[src/rtl/bcd_display_ctrl_if.sv]
// Load/result handshake and display pins of the BCD seven-segment controller.
// The driver side uses master; the controller uses slave.
interface bcd_display_ctrl_if #(
  parameter int WIDTH  = 16,
  parameter int DIGITS = 4
);
  logic [WIDTH-1:0]    value;
  logic                valid;
  logic                blank_lz;
  logic [7:0]          pwm_in;
  logic                busy;
  logic                overflow;
  logic [4*DIGITS-1:0] bcd_out;
  logic [DIGITS-1:0]   SegmentDrivers;
  logic [7:0]          SevenSegment;

  modport master (
    output value, valid, blank_lz, pwm_in,
    input  busy, overflow, bcd_out, SegmentDrivers, SevenSegment
  );

  modport slave (
    input  value, valid, blank_lz, pwm_in,
    output busy, overflow, bcd_out, SegmentDrivers, SevenSegment
  );
endinterface

[src/rtl/bcd_display_ctrl.sv]
// Sequential double-dabble binary-to-BCD converter with a one-deep pending load,
// plus a multiplexed, PWM-dimmed seven-segment display of the committed result.
module bcd_display_ctrl #(
  parameter int WIDTH       = 16,
  parameter int DIGITS      = 4,
  parameter int REFRESH_DIV = 100000
) (
  input  logic               CLK100MHZ,
  input  logic               reset,
  bcd_display_ctrl_if.slave  bus
);

  // Decimal digits needed for 2^WIDTH-1: floor(WIDTH*log10(2)) + 1.
  localparam int SCR_MIN = (WIDTH * 30103) / 100000 + 1;
  localparam int SCR_D   = (SCR_MIN > DIGITS) ? SCR_MIN : DIGITS;
  localparam int SW      = 4 * SCR_D;
  localparam int CW      = $clog2(WIDTH + 1);
  localparam int RW      = (REFRESH_DIV > 1) ? $clog2(REFRESH_DIV) : 1;
  localparam int IW      = (DIGITS > 1) ? $clog2(DIGITS) : 1;

  localparam logic [CW-1:0] LAST_STEP    = CW'(WIDTH - 1);
  localparam logic [RW-1:0] LAST_REFRESH = RW'(REFRESH_DIV - 1);
  localparam logic [IW-1:0] LAST_DIGIT   = IW'(DIGITS - 1);
  localparam logic [7:0]    SEG_BLANK    = 8'hFF;
  localparam logic [7:0]    SEG_DASH     = 8'hBF;

  typedef enum logic [1:0] {IDLE, SHIFT, COMMIT} state_t;

  function automatic logic [7:0] seg_code(input logic [3:0] d);
    case (d)
      4'd0:    return 8'hC0;
      4'd1:    return 8'hF9;
      4'd2:    return 8'hA4;
      4'd3:    return 8'hB0;
      4'd4:    return 8'h99;
      4'd5:    return 8'h92;
      4'd6:    return 8'h82;
      4'd7:    return 8'hF8;
      4'd8:    return 8'h80;
      4'd9:    return 8'h90;
      default: return SEG_BLANK;
    endcase
  endfunction

  state_t              state_q, state_d;
  logic [WIDTH-1:0]    bin_q, bin_d;
  logic [SW-1:0]       scr_q, scr_d, scr_adj;
  logic [CW-1:0]       step_q, step_d;
  logic [4*DIGITS-1:0] bcd_q, bcd_d;
  logic                ovf_q, ovf_d, hi_nz;
  logic                pend_vld_q, pend_vld_d;
  logic [WIDTH-1:0]    pend_val_q, pend_val_d;

  always_comb begin
    // NOTE: every signal gets a default before any branch so no path infers a latch.
    scr_adj = scr_q;
    for (int i = 0; i < SCR_D; i++) begin
      if (scr_q[4*i +: 4] > 4'd4) scr_adj[4*i +: 4] = scr_q[4*i +: 4] + 4'd3;
    end
    hi_nz = 1'b0;
    for (int i = DIGITS; i < SCR_D; i++) hi_nz = hi_nz | (|scr_q[4*i +: 4]);
  end

  always_comb begin
    state_d    = state_q;
    bin_d      = bin_q;
    scr_d      = scr_q;
    step_d     = step_q;
    bcd_d      = bcd_q;
    ovf_d      = ovf_q;
    pend_vld_d = pend_vld_q;
    pend_val_d = pend_val_q;

    // A load while converting (COMMIT included) parks here; a newer one overwrites it.
    if (state_q != IDLE && bus.valid) begin
      pend_vld_d = 1'b1;
      pend_val_d = bus.value;
    end

    case (state_q)
      IDLE: begin
        if (bus.valid) begin
          state_d = SHIFT;
          bin_d   = bus.value;
          scr_d   = '0;
          step_d  = '0;
        end
      end
      SHIFT: begin
        bin_d  = bin_q << 1;
        scr_d  = {scr_adj[SW-2:0], bin_q[WIDTH-1]};
        step_d = step_q + 1'b1;
        if (step_q == LAST_STEP) state_d = COMMIT;
      end
      COMMIT: begin
        bcd_d = scr_q[4*DIGITS-1:0];
        ovf_d = hi_nz;
        if (bus.valid || pend_vld_q) begin
          state_d    = SHIFT;
          bin_d      = bus.valid ? bus.value : pend_val_q;
          scr_d      = '0;
          step_d     = '0;
          pend_vld_d = 1'b0;
        end else begin
          state_d = IDLE;
        end
      end
      default: state_d = IDLE;
    endcase
  end

  always_ff @(posedge CLK100MHZ or negedge reset) begin
    if (!reset) begin
      state_q    <= IDLE;
      bin_q      <= '0;
      scr_q      <= '0;
      step_q     <= '0;
      bcd_q      <= '0;
      ovf_q      <= 1'b0;
      pend_vld_q <= 1'b0;
      pend_val_q <= '0;
    end else begin
      // NOTE: non-blocking so every register samples pre-edge values regardless of order.
      state_q    <= state_d;
      bin_q      <= bin_d;
      scr_q      <= scr_d;
      step_q     <= step_d;
      bcd_q      <= bcd_d;
      ovf_q      <= ovf_d;
      pend_vld_q <= pend_vld_d;
      pend_val_q <= pend_val_d;
    end
  end

  logic [RW-1:0]     refresh_q, refresh_d;
  logic [IW-1:0]     idx_q, idx_d, msnz;
  logic [7:0]        pwm_q, pwm_d, seg_q, seg_d;
  logic [DIGITS-1:0] an_q, an_d;
  logic [3:0]        digit;

  always_comb begin
    refresh_d = refresh_q + 1'b1;
    idx_d     = idx_q;
    if (refresh_q == LAST_REFRESH) begin
      refresh_d = '0;
      idx_d     = (idx_q == LAST_DIGIT) ? '0 : idx_q + 1'b1;
    end
    pwm_d = pwm_q + 1'b1;

    msnz = '0;
    for (int i = 1; i < DIGITS; i++) begin
      if (|bcd_q[4*i +: 4]) msnz = IW'(i);
    end

    // Display reads only the committed result, never the scratch register.
    digit = bcd_q[4*idx_q +: 4];
    if (ovf_q)                         seg_d = SEG_DASH;
    else if (bus.blank_lz && idx_q > msnz) seg_d = SEG_BLANK;
    else                               seg_d = seg_code(digit);

    an_d = '1;
    if (pwm_q < bus.pwm_in) an_d[idx_q] = 1'b0;
  end

  always_ff @(posedge CLK100MHZ or negedge reset) begin
    if (!reset) begin
      refresh_q <= '0;
      idx_q     <= '0;
      pwm_q     <= '0;
      seg_q     <= SEG_BLANK;
      an_q      <= '1;
    end else begin
      refresh_q <= refresh_d;
      idx_q     <= idx_d;
      pwm_q     <= pwm_d;
      seg_q     <= seg_d;
      an_q      <= an_d;
    end
  end

  assign bus.busy           = (state_q != IDLE);
  assign bus.overflow       = ovf_q;
  assign bus.bcd_out        = bcd_q;
  assign bus.SegmentDrivers = an_q;
  assign bus.SevenSegment   = seg_q;

endmodule

[src/flat_wrapper.sv]
// flat-port wrapper written by rule: the top's interface ports become plain ports
module bcd_display_ctrl_flat 
#(
  parameter int WIDTH       = 16,
  parameter int DIGITS      = 4,
  parameter int REFRESH_DIV = 100000
)
  (CLK100MHZ, reset, bus_value, bus_valid, bus_blank_lz, bus_pwm_in, bus_busy, bus_overflow, bus_bcd_out, bus_SegmentDrivers, bus_SevenSegment);
  bcd_display_ctrl_if #(.WIDTH(WIDTH), .DIGITS(DIGITS)) bus_i ();
  input  logic CLK100MHZ;
  input  logic reset;
  input wire logic [$bits(bus_i.value)-1:0] bus_value;
  input wire logic [$bits(bus_i.valid)-1:0] bus_valid;
  input wire logic [$bits(bus_i.blank_lz)-1:0] bus_blank_lz;
  input wire logic [$bits(bus_i.pwm_in)-1:0] bus_pwm_in;
  output wire logic [$bits(bus_i.busy)-1:0] bus_busy;
  output wire logic [$bits(bus_i.overflow)-1:0] bus_overflow;
  output wire logic [$bits(bus_i.bcd_out)-1:0] bus_bcd_out;
  output wire logic [$bits(bus_i.SegmentDrivers)-1:0] bus_SegmentDrivers;
  output wire logic [$bits(bus_i.SevenSegment)-1:0] bus_SevenSegment;
  assign bus_i.value = bus_value;
  assign bus_i.valid = bus_valid;
  assign bus_i.blank_lz = bus_blank_lz;
  assign bus_i.pwm_in = bus_pwm_in;
  assign bus_busy = bus_i.busy;
  assign bus_overflow = bus_i.overflow;
  assign bus_bcd_out = bus_i.bcd_out;
  assign bus_SegmentDrivers = bus_i.SegmentDrivers;
  assign bus_SevenSegment = bus_i.SevenSegment;
  bcd_display_ctrl #(.WIDTH(WIDTH), .DIGITS(DIGITS), .REFRESH_DIV(REFRESH_DIV)) u_core (.CLK100MHZ(CLK100MHZ), .reset(reset), .bus(bus_i));
endmodule
[config.mk]
export PLATFORM = sky130hd
export DESIGN_NAME = bcd_display_ctrl_flat
export DESIGN_NICKNAME = d
export VERILOG_FILES = /design/src/rtl/bcd_display_ctrl_if.sv /design/src/rtl/bcd_display_ctrl.sv /design/src/flat_wrapper.sv
export SDC_FILE = /design/constraint.sdc
export NUM_CORES = 1
export LEC_CHECK = 0
export ABC_AREA = 0
export BUFFER_PORTS_ARGS = -buffer_cell sky130_fd_sc_hd__buf_2
export CAP_MARGIN = 10
export CORE_MARGIN = 1
export CORE_UTILIZATION = 25
export CTS_CLUSTER_DIAMETER = 150
export DETAILED_ROUTE_END_ITERATION = 12
export PLACE_DENSITY_LB_ADDON = 0.25
export RECOVER_POWER = 50
export SETUP_SLACK_MARGIN = 0.15
export SLEW_MARGIN = 10
export SYNTH_ARGS = -nofsm -noshare
export SYNTH_HDL_FRONTEND = slang
export SYNTH_SLANG_ARGS = --single-unit
[constraint.sdc]
create_clock -name CLK100MHZ -period 4 [get_ports CLK100MHZ]
set_input_delay 0.8 -clock CLK100MHZ [delete_from_list [all_inputs] [get_ports CLK100MHZ]]
set_output_delay 0.8 -clock CLK100MHZ [all_outputs]
set_load 0.02 [all_outputs]
==> impl_metrics.ini, run 1 <==
[synthesis]
synth.area.top_cells = dfrtp_1, mux2_2, ha_1
synth-xor-area-share_pct = 3.583
ys.flop_type = dfrtp_1
synth_top_family_by_area = compound AO/OA/AOI/OAI gates
syn_avg_cell_area_sq_um = 10.86
yosysWarnings = 0
synth_edf_count = 0
synth_compound_area_share_pct = 17.45
synth_simple_gate_area_share_pct = 8.744
synthTopCellsByCount = dfrtp_1, o21ai_0, mux2_2
synth_cell_types = 50
seq_area_frac_synth_pct = 49.29
synthMuxAreaShare_pct = 9.618
synth-seq-cells = 115
syn-cell-area_sq_um = 5867
yosysTopAreaCell = dfrtp_1
yosysMostFrequentCell = dfrtp_1
synthCells = 540
synth_fp_nets = 599
synthAdderAreaFrac_pct = 6.611
yosys.area.top_type_share_pct = 44.36
async_reset_ff_share_pct = 100.0

[routing]
via_per_inst = 4.726
first_pass_iters = 4
wire_per_inst_um = 14.78
drc = 0
ant_nets = 0
detail_route.iter0.violations = 187
via_count = 4334
wirelength_um = 13560

[die]
die_area_sq_um = 24080
die_h_um = 155.2
initial_core_util_pct = 25.68
core_area_sq_um = 22850
die_w_um = 155.2
rows = 55
pin_count = 58

[placed_design]
dp_slack_ns = 1.632
gp_congestion = 0.7742
io_buffers = 56
dp_hpwl_um = 8813
place_inst = 886

[power]
vdd_drop_max_uv = 267.2
finalPower_uw = 3939
p_leak_uw = 0.003102
cellPowerDensity_nw_per_um2 = 562.0

[min_path]
hp-class = register to register

[clock_network]
path_clk_slew_ns = 0.06
cts_htree_levels = 4
cts-root-buf = clkbuf_16
cts_tree = built
cts_buffers = 17
cts_buffer_depth = 2
cts_sinks = 115
insertion_delay_ns = 0.42
cts_setup_buffers = 0
ctsResizeCount = 0
cts-hold-fix-buffers = 0

[cells_and_area]
final_nets = 651
n_antenna_cell = 0
area_growth_pct = 19.45
fin_cells = 917
drive_gt1_share_pct = 24.67

[timing]
layout_worst_path_cycle_share_pct = 58.42
maxSlewViolCount = 59
max_freq_mhz = 428.0
setup_slack_ns = 1.663
hold_violations = 0
tns_ns = 0
fin_skew_ns = 0.009179
setup_viol = 0
min_period_ns = 2.337
relSlewSlack_pct = -6.004
worst_slew_pin_slew_ns = 1.590
rsz0062_at_grt = no

[global_routing]
grt_pass1_wl_um = 23140
met1_usage_pct = 16.05
grtUsageMet3_pct = 3.287
top_usage_layer = met2
overflow = 0
grt_pass1_vias = 4443
met2_usage_pct = 19.39
antenna_found_initial = 0
grt_usage_pct = 12.27
grt_max_degree = 60

[flow_run]
max_cap_violations = 1

[status]
status = finished with violations
violations = capacitance limit, slew limit

[critical_path]
critical_path_required_ns = 4.26
cp_max_fo = 41
critPathKind = register to register
crit_arrival_ns = 2.59
end_kind = register
cp-start-kind = register
final cells by class:
class                           instances  area (sq um)
Fill cell                            2380         15840
Sequential cell                       115          2892
Multi-Input combinational cell        359          2706
Clock buffer                           22         454.2
Tap cell                              313         391.6
Timing Repair Buffer                   63         345.3
Inverter                               36         135.1
Clock inverter                          9         83.83
cells by family (layout without fill, tap and decap cells):
logic type	count (synthesis)	in the layout
AO/OA/AOI/OAI	159	159
flip-flops	115	115
AND/OR/NAND/NOR	98	98
buffers and inverters	66	130
multiplexers	46	46
adder cells (fa/ha/maj)	31	31
XOR/XNOR	24	24
other	1	1
stage by stage:
| step | area [sq um] | hold WS [ns] | utilization, % |
|---|---|---|---|
| final | 7008 | 0.4749 | 30.67 |
| after global routing | 7008 | 0.5006 | 30.67 |
| after CTS | 7010 | 0.4829 | 30.68 |
| after detailed placement | 6472 | 0.4753 | 28.33 |
| after global placement | 6472 | 0.4753 | 28.33 |
| after floorplan | 5867 | 0.4470 | - |
power by group:
part,total (uW),leakage (uW),internal [uW],switching (uW)
Clock,1400,0.000252,862,538
Sequential,1590,0.00146,1430,161
Combinational,952,0.00139,387,564
Total,3940,0.00310,2680,1260
worst max-delay path, stage by stage (launching register included):
cell	delay, ns
dfrtp_1	0.41
inv_1	0.10
ha_1	0.14
buf_4	0.29
nand2b_1	0.13
a21oi_2	0.16
or2_2	0.68
o21ai_0	0.25
metal layers:
metal	routed length (um)	vias up
li1	-	2057
met1	6691	2169
met2	6193	93
met3	502	15
met4	170	0
met5	0	-
final timing paths:
path	start	end	slack [ns]	depth (start not counted)
hold reg to reg	u_core.pwm_q[7]$_DFF_PN0_	u_core.pwm_q[7]$_DFF_PN0_	0.47	1
setup / recovery	u_core.state_q[0]$_DFFE_PN0P_	u_core.bin_q[7]$_DFFE_PN0P_	1.66	7
setup reg to reg	u_core.state_q[0]$_DFFE_PN0P_	u_core.bin_q[7]$_DFFE_PN0P_	1.66	7
max in group asynchronous	reset	u_core.bus.SevenSegment[1]$_DFF_PN1_	2.16	2
min in group asynchronous	reset	u_core.pend_val_q[7]$_DFFE_PN0P_	0.77	1
hold / removal	u_core.pwm_q[7]$_DFF_PN0_	u_core.pwm_q[7]$_DFF_PN0_	0.47	1
cells in the final DEF (no fill, tap or decap), types with 2 or more instances in the layout:
master,synthesis,final
and4_1,6,6
xnor2_1,15,15
xor2_1,9,9
o21ai_0,61,61
nor3_1,7,7
a22oi_1,15,15
o21a_1,2,2
clkinv_2,0,3
a21o_1,3,3
or4_1,2,2
nand2_1,26,26
buf_4,1,6
dfstp_2,11,11
nor2b_1,4,4
a22o_1,22,22
nand3_1,10,10
o21ai_1,5,5
o211ai_1,5,5
inv_1,36,36
nor2_1,20,20
clkbuf_1,19,4
nand4_1,6,6
dfrtp_1,104,104
mux2i_1,2,2
nor4_1,2,2
buf_2,5,55
mux2_2,40,40
ha_1,31,31
nand2b_1,6,6
mux4_2,3,3
clkinvlp_4,0,4
clkbuf_16,0,17
a21oi_1,15,14
or2_2,2,2
o31ai_1,24,24
registers in the layout, indices dropped and copies added (netlist names):
signal,flops
u_core.state_q,2
u_core.pend_vld_q,1
u_core.pwm_q,8
u_core.bin_q,16
u_core.bus.bcd_out,16
u_core.idx_q,2
u_core.bus.SegmentDrivers,4
u_core.scr_q,20
u_core.bus.SevenSegment,7
u_core.pend_val_q,16
u_core.refresh_q,17
u_core.bus.overflow,1
u_core.step_q,5
Note: power is estimated with default switching activity, not from simulation.
==> run 2, diff against run 1 <==
Settings changed: ABC_AREA 0 to 1.
Clock period 4 ns to 2.2 ns, I/O delays scaled along.
==> run 2 against run 1 <==
The flow now finishes without violations. Design area up 6.6%. First-iteration DRC count is 27% higher. Count of clock-buffer cells in the layout down 3. Synthesized area increased by 5.5%. Synthesized cell count is 30% higher. Wire length up 4.8%. Combinational power grew to 3.3 times the previous value. Critical path depth down 3. Total power grew 130%. Worst hold slack lost 0.29 ns. Global-route usage fell by 0.52 points. Register-to-register slack worse by 1.3 ns.
==> impl_metrics.ini, run 2 <==
[status]
status = finished, final reports clean

[synthesis]
yosysTopAreaCell = dfrtp_1
synth-seq-cells = 115
synthTopCellsByCount = nand2_1, dfrtp_1, inv_1
synth_cell_types = 42
synthCells = 701
yosysMostFrequentCell = nand2_1
syn_avg_cell_area_sq_um = 8.826
yosys.area.top_type_share_pct = 42.06
seq_area_frac_synth_pct = 46.73
yosysWarnings = 0
synth.area.top_cells = dfrtp_1, nand2_1, ha_1
async_reset_ff_share_pct = 100.0
synth_fp_nets = 760
ys.flop_type = dfrtp_1
synth_edf_count = 0
syn-cell-area_sq_um = 6187

[timing]
min_period_ns = 1.851
tns_ns = 0
maxSlewViolCount = 0
worst_slew_pin_slew_ns = 1.009
max_freq_mhz = 540.3
fin_skew_ns = 0.01171
hold_violations = 0
setup_viol = 0
relSlewSlack_pct = 32.75
rsz0062_at_grt = no
layout_worst_path_cycle_share_pct = 84.12

[cells_and_area]
final_area_sq_um = 7471
final_common_cell = nand2_1
largest_reg_flops = 20
nFillCells = 2521
layout_common_cells = nand2_1, dfrtp_1, inv_1, o21ai_0, buf_2
largestRegisters = u_core.scr_q x20, u_core.refresh_q x17
final_nets = 825
area_growth_pct = 20.75
top_register = u_core.scr_q
drive_gt1_share_pct = 22.21
n_antenna_cell = 0
utilization_pct = 30.72

[routing]
via_count = 4805
wire_per_inst_um = 12.88
detail_route.iter0.violations = 237
ant_nets = 0
via_per_inst = 4.356
drc = 0
wirelength_um = 14210
first_pass_iters = 5

[power]
cellPowerDensity_nw_per_um2 = 1216
p_leak_uw = 0.003489
p_seq_share_pct = 32.6
p_sw_uw = 3294
power_frac_comb_pct = 34.8
power.internal_uw = 5794
clkPwrFrac_pct = 32.6
vdd_drop_max_uv = 550.3
sw_frac_of_total_pct = 36.24

[critical_path]
critPathKind = register to output port
cp_max_fo = 4
critPathSlowestCell = dfrtp_1
r2r_start = u_core.state_q[0]$_DFFE_PN0P_
path_common_cell = inv_1
cp.buffers_inverters = 3
crit_chain = inv_1, ha_1, inv_1, buf_2
end_kind = output port
crit_path_start = u_core.state_q[0]$_DFFE_PN0P_
max_stage_delay_ns = 0.40
critPathTopFamily = flip-flops
crit_arrival_ns = 1.41
worstRegToRegCells = 10
cp_num_cells = 4
critical_path_required_ns = 1.76
cp-start-kind = register

[clock_network]
insertion_delay_ns = 0.42
path_clk_slew_ns = 0.05
cts_tree = built
ctsResizeCount = 0
cts-hold-fix-buffers = 0
cts_htree_levels = 4
cts-root-buf = clkbuf_16
cts_buffer_depth = 2
cts_sinks = 115
cts_buffers = 17
cts_setup_buffers = 0

[placed_design]
io_buffers = 56
placed_area_sq_um = 6849
dp_hpwl_um = 9827
gp_congestion = 0.7640

[global_routing]
grt_pass1_wl_um = 23950
overflow = 0
antenna_found_initial = 0
grt_max_degree = 42
grt_usage_pct = 11.74
grt_pass1_vias = 4655

[flow_run]
max_cap_violations = 0

[die]
die_h_um = 159.3
rows = 57
initial_core_util_pct = 25.44
core_area_sq_um = 24320
pin_count = 58
die_area_sq_um = 25380
die_w_um = 159.3

[min_path]
hp-class = input pin to asynchronous set/reset pin
## run 2: cell types whose count changed after synthesis, moves of 21 or more
cell and delta:
o31ai_1 -24, inv_1 +41, nand2_1 +113, nand3_1 +24
mux2_2 -25, nor2_1 +29, a22o_1 -21
## run 2: logic make-up after synthesis
group | count (synthesis) | synth area share (%)
XOR/XNOR | 19 | 2.690
other | 1 | 0.06061
adder cells (fa/ha/maj) | 31 | 6.269
AO/OA/AOI/OAI | 140 | 13.45
AND/OR/NAND/NOR | 269 | 20.16
multiplexers | 16 | 2.892
buffers and inverters | 110 | 7.745
flip-flops | 115 | 46.73
## run 2: cell type report
class / instances / area [sq um] / area share (%)
Tap cell: 324 / 405.4 / 5.426
Clock buffer: 19 / 452.9 / 6.063
Inverter: 86 / 322.8 / 4.321
Multi-Input combinational cell: 476 / 2820 / 37.75
Sequential cell: 115 / 2892 / 38.70
Timing Repair Buffer: 70 / 395.4 / 5.292
Clock inverter: 13 / 182.7 / 2.445
## run 2: path summary, 6_finish.rpt
path,to,slack [ns]
max,bus_busy,0.35
min,u_core.idx_q[1]$_DFFE_PN0N_,0.19
max reg2reg,u_core.step_q[2]$_DFFE_PN0P_,0.38
min reg2reg,u_core.refresh_q[0]$_DFF_PN0_,0.46
max in group asynchronous,u_core.state_q[1]$_DFFE_PN0P_,0.48
min in group CLK100MHZ,u_core.bin_q[11]$_DFFE_PN0P_,0.28
## run 2: power groups by stage
stage	Sequential (uW)	Clock, uW	Combinational, uW
floorplan	3090	0	2260
global placement	2990	0	3190
detailed placement	2990	0	3210
CTS	2960	3040	3210
global route	3030	3130	3590
finish	2960	2970	3160
## run 2: routing by layer
| metal | share of wire [%] | GRT usage [%] | wire length (um) | vias to the layer above |
|---|---|---|---|---|
| li1 | - | - | - | 2439 |
| met1 | 52 | 17.12 | 7420 | 2257 |
| met2 | 42 | 16.81 | 6028 | 100 |
| met3 | 4.4 | 3.022 | 631 | 9 |
| met4 | 0.91 | 3.671 | 129 | 0 |
| met5 | 0 | 0 | 0 | - |
## run 2: through the flow
step | setup slack, ns | hold slack (ns) | total power [uW] | std cells
floorplan | 0.4523 | 0.1444 | 5348 | 701
finish | 0.3493 | 0.1859 | 9088 | 1103
global route | 0.1015 | 0.2623 | 9753 | 1103
detailed placement | 0.3768 | 0.4563 | 6194 | 1071
CTS | 0.3283 | 0.01674 | 9215 | 1103
global placement | 0.3949 | 0.4614 | 6174 | 1071
